## src/rtl/ikbd_key_sched.sv

```systemverilog
// ikbd_key_sched: queues PS/2 key events and applies them one at a time to the IKBD key matrix,
// holding every change long enough for the ROM scan loop to see it.
module ikbd_key_sched #(
  parameter int DEPTH = 8,
  parameter int HOLD_CYCLES = 20000
) (
  input  logic                         clk,
  input  logic                         res,
  input  logic                         ev_valid,
  input  logic [6:0]                   ev_code,
  input  logic                         ev_press,
  input  logic                         flush,
  output logic [119:0]                 key_state,
  output logic [$clog2(DEPTH+1)-1:0]   fifo_level,
  output logic                         ev_drop,
  output logic                         busy
);
  localparam int AW = $clog2(DEPTH);
  localparam int LW = $clog2(DEPTH + 1);
  localparam int CW = $clog2(HOLD_CYCLES + 1);
  typedef enum logic {IDLE, HOLD} state_t;
  state_t state;
  logic [7:0] mem [DEPTH];
  logic [AW-1:0] wp, rp;
  logic [CW-1:0] cnt;
  logic [6:0] hcode;
  logic hpress, pop, push, apply, drop_pend, nxt_hold;
  logic [LW-1:0] nxt_level;
  assign {hcode, hpress} = mem[rp];
  assign pop = state == IDLE && fifo_level != '0 && !flush;
  assign push = ev_valid && !flush && (fifo_level != LW'(DEPTH) || pop);
  // a popped entry only starts a hold if it is a real row and actually flips its bit
  assign apply = pop && hcode[6:3] != 4'hf && key_state[hcode] == hpress;
  assign nxt_level = flush ? '0 : fifo_level + LW'(push) - LW'(pop);
  assign nxt_hold = flush ? !(&key_state) : state == HOLD ? cnt != '0 : apply;
  always_ff @(posedge clk)
    if (push) mem[wp] <= {ev_code, ev_press};
  always_ff @(posedge clk)
    if (res) begin
      key_state <= '1;
      fifo_level <= '0;
      wp <= '0;
      rp <= '0;
      drop_pend <= 1'b0;
      ev_drop <= 1'b0;
      busy <= 1'b0;
      state <= IDLE;
      cnt <= '0;
    end else begin
      wp <= flush ? '0 : wp + AW'(push);
      rp <= flush ? '0 : rp + AW'(pop);
      fifo_level <= nxt_level;
      drop_pend <= ev_valid && !flush && !push;
      ev_drop <= drop_pend;
      state <= nxt_hold ? HOLD : IDLE;
      cnt <= flush || apply ? CW'(HOLD_CYCLES - 1) : cnt - CW'(state == HOLD && cnt != '0);
      busy <= nxt_level != '0 || nxt_hold;
      if (flush) key_state <= '1;
      else if (apply) key_state[hcode] <= ~hpress;
    end
endmodule
```

## config.mk

```make
export PLATFORM = sky130hd
export DESIGN_NAME = ikbd_key_sched
export DESIGN_NICKNAME = d
export VERILOG_FILES = /design/src/rtl/ikbd_key_sched.sv
export SDC_FILE = /design/constraint.sdc
export NUM_CORES = 1
export LEC_CHECK = 0
export BUFFER_PORTS_ARGS = -buffer_cell sky130_fd_sc_hd__buf_2
export CORE_ASPECT_RATIO = 1.25
export CORE_MARGIN = 10
export CORE_UTILIZATION = 45
export DETAILED_ROUTE_END_ITERATION = 16
export PLACE_DENSITY = 0.64
export SLEW_MARGIN = 10
export SYNTH_ARGS = -nofsm -noshare
export SYNTH_HDL_FRONTEND = slang
export SYNTH_SLANG_ARGS = --single-unit
```

## constraint.sdc

```tcl
create_clock -name clk -period 6.26 [get_ports clk]
set_input_delay 0.313 -clock clk [delete_from_list [all_inputs] [get_ports clk]]
set_output_delay 0.313 -clock clk [all_outputs]
set_load 0.02 [all_outputs]
```

==> qor.txt <==
RUN STATUS
------------------------------------------------------------------------------------------
Result of the run                                                             complete, no violations

DIE
------------------------------------------------------------------------------------------
Top-Level Pins                                                                         138
Starting density of the core                                                         46.0%
Horizontal die dimension                                                            158 um
Chip Height                                                                         192 um
Placement Rows                                                                          62
Overall die area                                                                30300 um^2
Placeable core area                                                             23200 um^2

SYNTHESIS
------------------------------------------------------------------------------------------
Number of enable-type register cells in the synthesized netlist                         64
Portion of the post-synthesis area used by sequential elements                       46.0%
Post-synth top flop                                                           sky130_fd_sc_hd__dfxtp_1
Proportion of synthesized flip-flops having asynchronous set or reset                   0%
Warnings, synthesis                                                                      0
#FFs+latches synth                                                                     213
Netlist area before placement                                                   10700 um^2
Number of unique standard cell types used by synthesis                                  62
Mean instance size in the synthesized netlist                                    9.47 um^2
Post-Syn Nets                                                                         1149
Number of instances in the synthesized netlist                                        1126

STA
------------------------------------------------------------------------------------------
Fin crit period                                                                    5.00 ns
Number of slew-limit violations in the final report                                      0
Worst slew margin                                                                    27.2%
Ratio of final minimum period to clock period                                        79.9%
Final Hold Fails                                                                         0
Final Setup Violations                                                                   0
Final Skew                                                                       0.0132 ns
Max Clk Rate                                                                       200 MHz
RSZ-0062 raised after global routing                                                 false
Transition time at the pin with the least slew margin                              1.09 ns
Post-route worst setup slack                                                       1.26 ns
Setup total negative slack                                                            0 ns

CLOCK TREE
------------------------------------------------------------------------------------------
Clock edge transition at the registers on the reported setup and hold paths        0.06 ns
Clock buffer depth                                                                       3
Number of sinks handled by clock tree synthesis                                        213
Total CTS buffers                                                                       22
Skew-Pair Late Insertion Delay                                                     0.52 ns
Clock tree from TritonCTS                                                            built
Post-CTS setup-driven buffer insertion count                                             0
H-tree depth reported by CTS                                                             1
Cell chosen for the clock root                                                sky130_fd_sc_hd__clkbuf_16
Gates resized, CTS repair                                                                0
CTS hold repair buffers                                                                  0

GLOBAL ROUTING
------------------------------------------------------------------------------------------
Number of global-route vias before repair                                             9663
First-pass GRT wire length                                                         59.2 mm
Number of antenna violations at the first check in global routing                        0
Maximum number of pins on one net before global-route repair                            66
Overall fraction of global-route tracks in use                                       25.1%
Overflow left after global routing                                                       0

POWER AND IR DROP
------------------------------------------------------------------------------------------
Switching share of power                                                             25.0%
Internal power                                                                   0.00239 W
Clk pwr share                                                                        45.3%
Part of the power in registers                                                       45.2%
Overall power                                                                    0.00319 W
Switching power of the nets                                                     0.000796 W
Worst ir drop on vdd                                                              0.254 mV
Power Dens Cells                                                               258 nW/um^2
Static Leak                                                                        4.30 nW
Combinational share of power                                                          9.5%

LAYOUT
------------------------------------------------------------------------------------------
Filler Cell Count                                                                     2086
Cell Count, Final, Fillers Out                                                        1530
Multi-input logic area                                                           5390 um^2
Fraction of layout cells with a size suffix above 1                                  19.7%
Ant. Diodes                                                                              0
Net count of the finished layout                                                      1249
Sequential cell area                                                             4900 um^2
Syn-to-layout area delta                                                             15.9%

SETUP PATH
------------------------------------------------------------------------------------------
Worst Setup End Kind                                                                  flop
Largest fanout of any net on the critical path                                          15
Crit Path Category                                                                 reg2reg
Logic depth of the worst path, buffers included                                         10
Startpoint types                                                                      flop
Critical path's largest stage delay                                                0.82 ns
Cell family contributing the most delay on the critical path                  simple AND/OR/NAND/NOR gates
Depth of the worst register-to-register path                                            10
Worst Path Buf+Inv                                                                       1
Worst path cell trace                                                         buf_4 > mux4_2 > mux2i_1 > and2_0 > o21ai_0 > a41oi_1 > a21oi_2 > a211oi_4 > and3_1 > a221o_1
Arrival time of the worst setup path                                               5.47 ns
Standard cell with the maximum stage delay on the critical path               sky130_fd_sc_hd__and2_0
Critical Path RT                                                                   6.73 ns

FLOW RUN
------------------------------------------------------------------------------------------
Number of max-cap violations                                                             0

HOLD PATH
------------------------------------------------------------------------------------------
Hold WC Path Type                                                                   in2reg
Hold path cells                                                                          1

DETAILED ROUTING
------------------------------------------------------------------------------------------
Remaining DRCs                                                                           0
Total met3 wirelength after detailed routing                                       4.16 mm
Routed wire length                                                                 39.2 mm
Wire length on met1                                                                14.8 mm
DR WL/cell                                                                         25.6 um
Detailed route wirelength on metal2                                                17.8 mm
Vias                                                                                 10200
DRT Pass-1 Iters                                                                         8
DRC marker count from the first detailed-route iteration                              1239
Residual antenna-violating net count after detailed routing                              0
Mean number of vias per cell                                                          6.64
Highest routed layer                                                                  met4

PLACED DESIGN
------------------------------------------------------------------------------------------
Placed insts                                                                          1490
Number of buffers inserted by port buffering                                           137
RD Place Congestion                                                                  0.993
Worst setup slack before clock tree synthesis                                      1.42 ns
Half-perimeter wire length of the detailed placement result                        27.3 mm

==> area by class of cell <==
cell class | count | area share, %
Clock buffer | 24 | 4.69
Clock inverter | 16 | 1.75
Inverter | 11 | 0.334
Multi-Input combinational cell | 818 | 43.6
Sequential cell | 213 | 39.7
Tap cell | 288 | 2.91
Timing Repair Buffer | 160 | 7.04
==> cell usage after synthesis (14+ instances only) <==
cell | count | area, um^2
sky130_fd_sc_hd__o21ai_0 | 58 | 290
sky130_fd_sc_hd__dfxtp_1 | 149 | 2980
sky130_fd_sc_hd__a22oi_1 | 19 | 143
sky130_fd_sc_hd__buf_2 | 14 | 70.1
sky130_fd_sc_hd__nor2_1 | 149 | 559
sky130_fd_sc_hd__a41oi_1 | 19 | 166
sky130_fd_sc_hd__clkbuf_1 | 56 | 210
sky130_fd_sc_hd__mux2i_1 | 45 | 450
sky130_fd_sc_hd__edfxtp_1 | 64 | 1920
sky130_fd_sc_hd__mux4_2 | 14 | 315
sky130_fd_sc_hd__or3_1 | 26 | 163
sky130_fd_sc_hd__a221o_1 | 35 | 350
sky130_fd_sc_hd__nand3_1 | 41 | 205
sky130_fd_sc_hd__a21oi_1 | 31 | 155
sky130_fd_sc_hd__nand4_1 | 65 | 407
sky130_fd_sc_hd__mux2_2 | 19 | 214
sky130_fd_sc_hd__o31ai_1 | 16 | 120
sky130_fd_sc_hd__nor3_1 | 19 | 95.1
sky130_fd_sc_hd__a31oi_1 | 25 | 156
sky130_fd_sc_hd__nand2_1 | 93 | 349
==> routing by layer <==
| layer | up-vias | GRT usage, % |
|---|---|---|
| met5 | - | 0 |
| met3 | 165 | 4.97 |
| met1 | 4782 | 31.2 |
| li1 | 4510 | - |
| met4 | 0 | 13.7 |
| met2 | 701 | 40.1 |
==> power by group through the flow <==
stage	sequential, W	clock [W]	combinational, W
after global placement	0.00147	0	0.000291
after global routing	0.00144	0.00151	0.000323
after floorplan	0.00147	0	0.000200
after CTS	0.00144	0.00146	0.000293
final	0.00144	0.00144	0.000304
after detailed placement	0.00147	0	0.000292
==> per-stage QoR <==
stage	hold slack [ns]	utilization [%]	cell area, um^2
2_1_floorplan	0.385	-	10700
3_3_place_gp	0.445	49.9	11600
3_5_place_dp	0.438	49.9	11600
4_1_cts	0.0576	53.3	12400
5_1_grt	0.0736	53.3	12400
6_report	0.0683	53.3	12400
==> placed cells by master, fill, tap and decap left out, types with 5 or more instances in the layout <==
master                      count
sky130_fd_sc_hd__a21oi_1       31
sky130_fd_sc_hd__nand4_1       65
sky130_fd_sc_hd__a31oi_1       25
sky130_fd_sc_hd__or3_1         26
sky130_fd_sc_hd__mux4_2        14
sky130_fd_sc_hd__xnor2_1       13
sky130_fd_sc_hd__buf_4         22
sky130_fd_sc_hd__inv_1         11
sky130_fd_sc_hd__or4_1          7
sky130_fd_sc_hd__o211ai_1      13
sky130_fd_sc_hd__buf_2        137
sky130_fd_sc_hd__nand3_1       41
sky130_fd_sc_hd__dfxtp_1      149
sky130_fd_sc_hd__nor3_1        19
sky130_fd_sc_hd__bufinv_16      5
sky130_fd_sc_hd__o21ai_0       58
sky130_fd_sc_hd__mux2_2        19
sky130_fd_sc_hd__a41oi_1       19
sky130_fd_sc_hd__nand2b_1      10
sky130_fd_sc_hd__o31ai_1       16
sky130_fd_sc_hd__mux2i_1       45
sky130_fd_sc_hd__and2_1         6
sky130_fd_sc_hd__nor4_1        10
sky130_fd_sc_hd__a22oi_1       19
sky130_fd_sc_hd__nor2_1       145
sky130_fd_sc_hd__ha_1          10
sky130_fd_sc_hd__clkbuf_16     23
sky130_fd_sc_hd__a311oi_1       5
sky130_fd_sc_hd__a311o_1        5
sky130_fd_sc_hd__nand2_1       92
sky130_fd_sc_hd__a221o_1       35
sky130_fd_sc_hd__edfxtp_1      64
==> logic make-up after synthesis <==
group	synth area share [%]
buffers and inverters	3.83
and+or+nand+nor	20.2
AOI/OAI and AO/OA	17.7
adders and majority gates	1.36
xor gates and xnor gates	1.40
DFF	46.0
muxes	9.51
==> worst paths after layout <==
check / startpoint / slack (ns) / end
min reg2reg: drop_pend / 0.46 / ev_drop
max: rp[0] / 1.26 / key_state[37]
min: ev_code[5] / 0.07 / mem[2][6]
max reg2reg: rp[0] / 1.26 / key_state[37]
==> sequential cells by signal (all words and copies together), names as in the netlist <==
register,count
busy,1
cnt,15
drop_pend,1
ev_drop,1
fifo_level,4
key_state,120
mem,64
rp,3
state,1
wp,3
(Power assumes the default switching activity.)
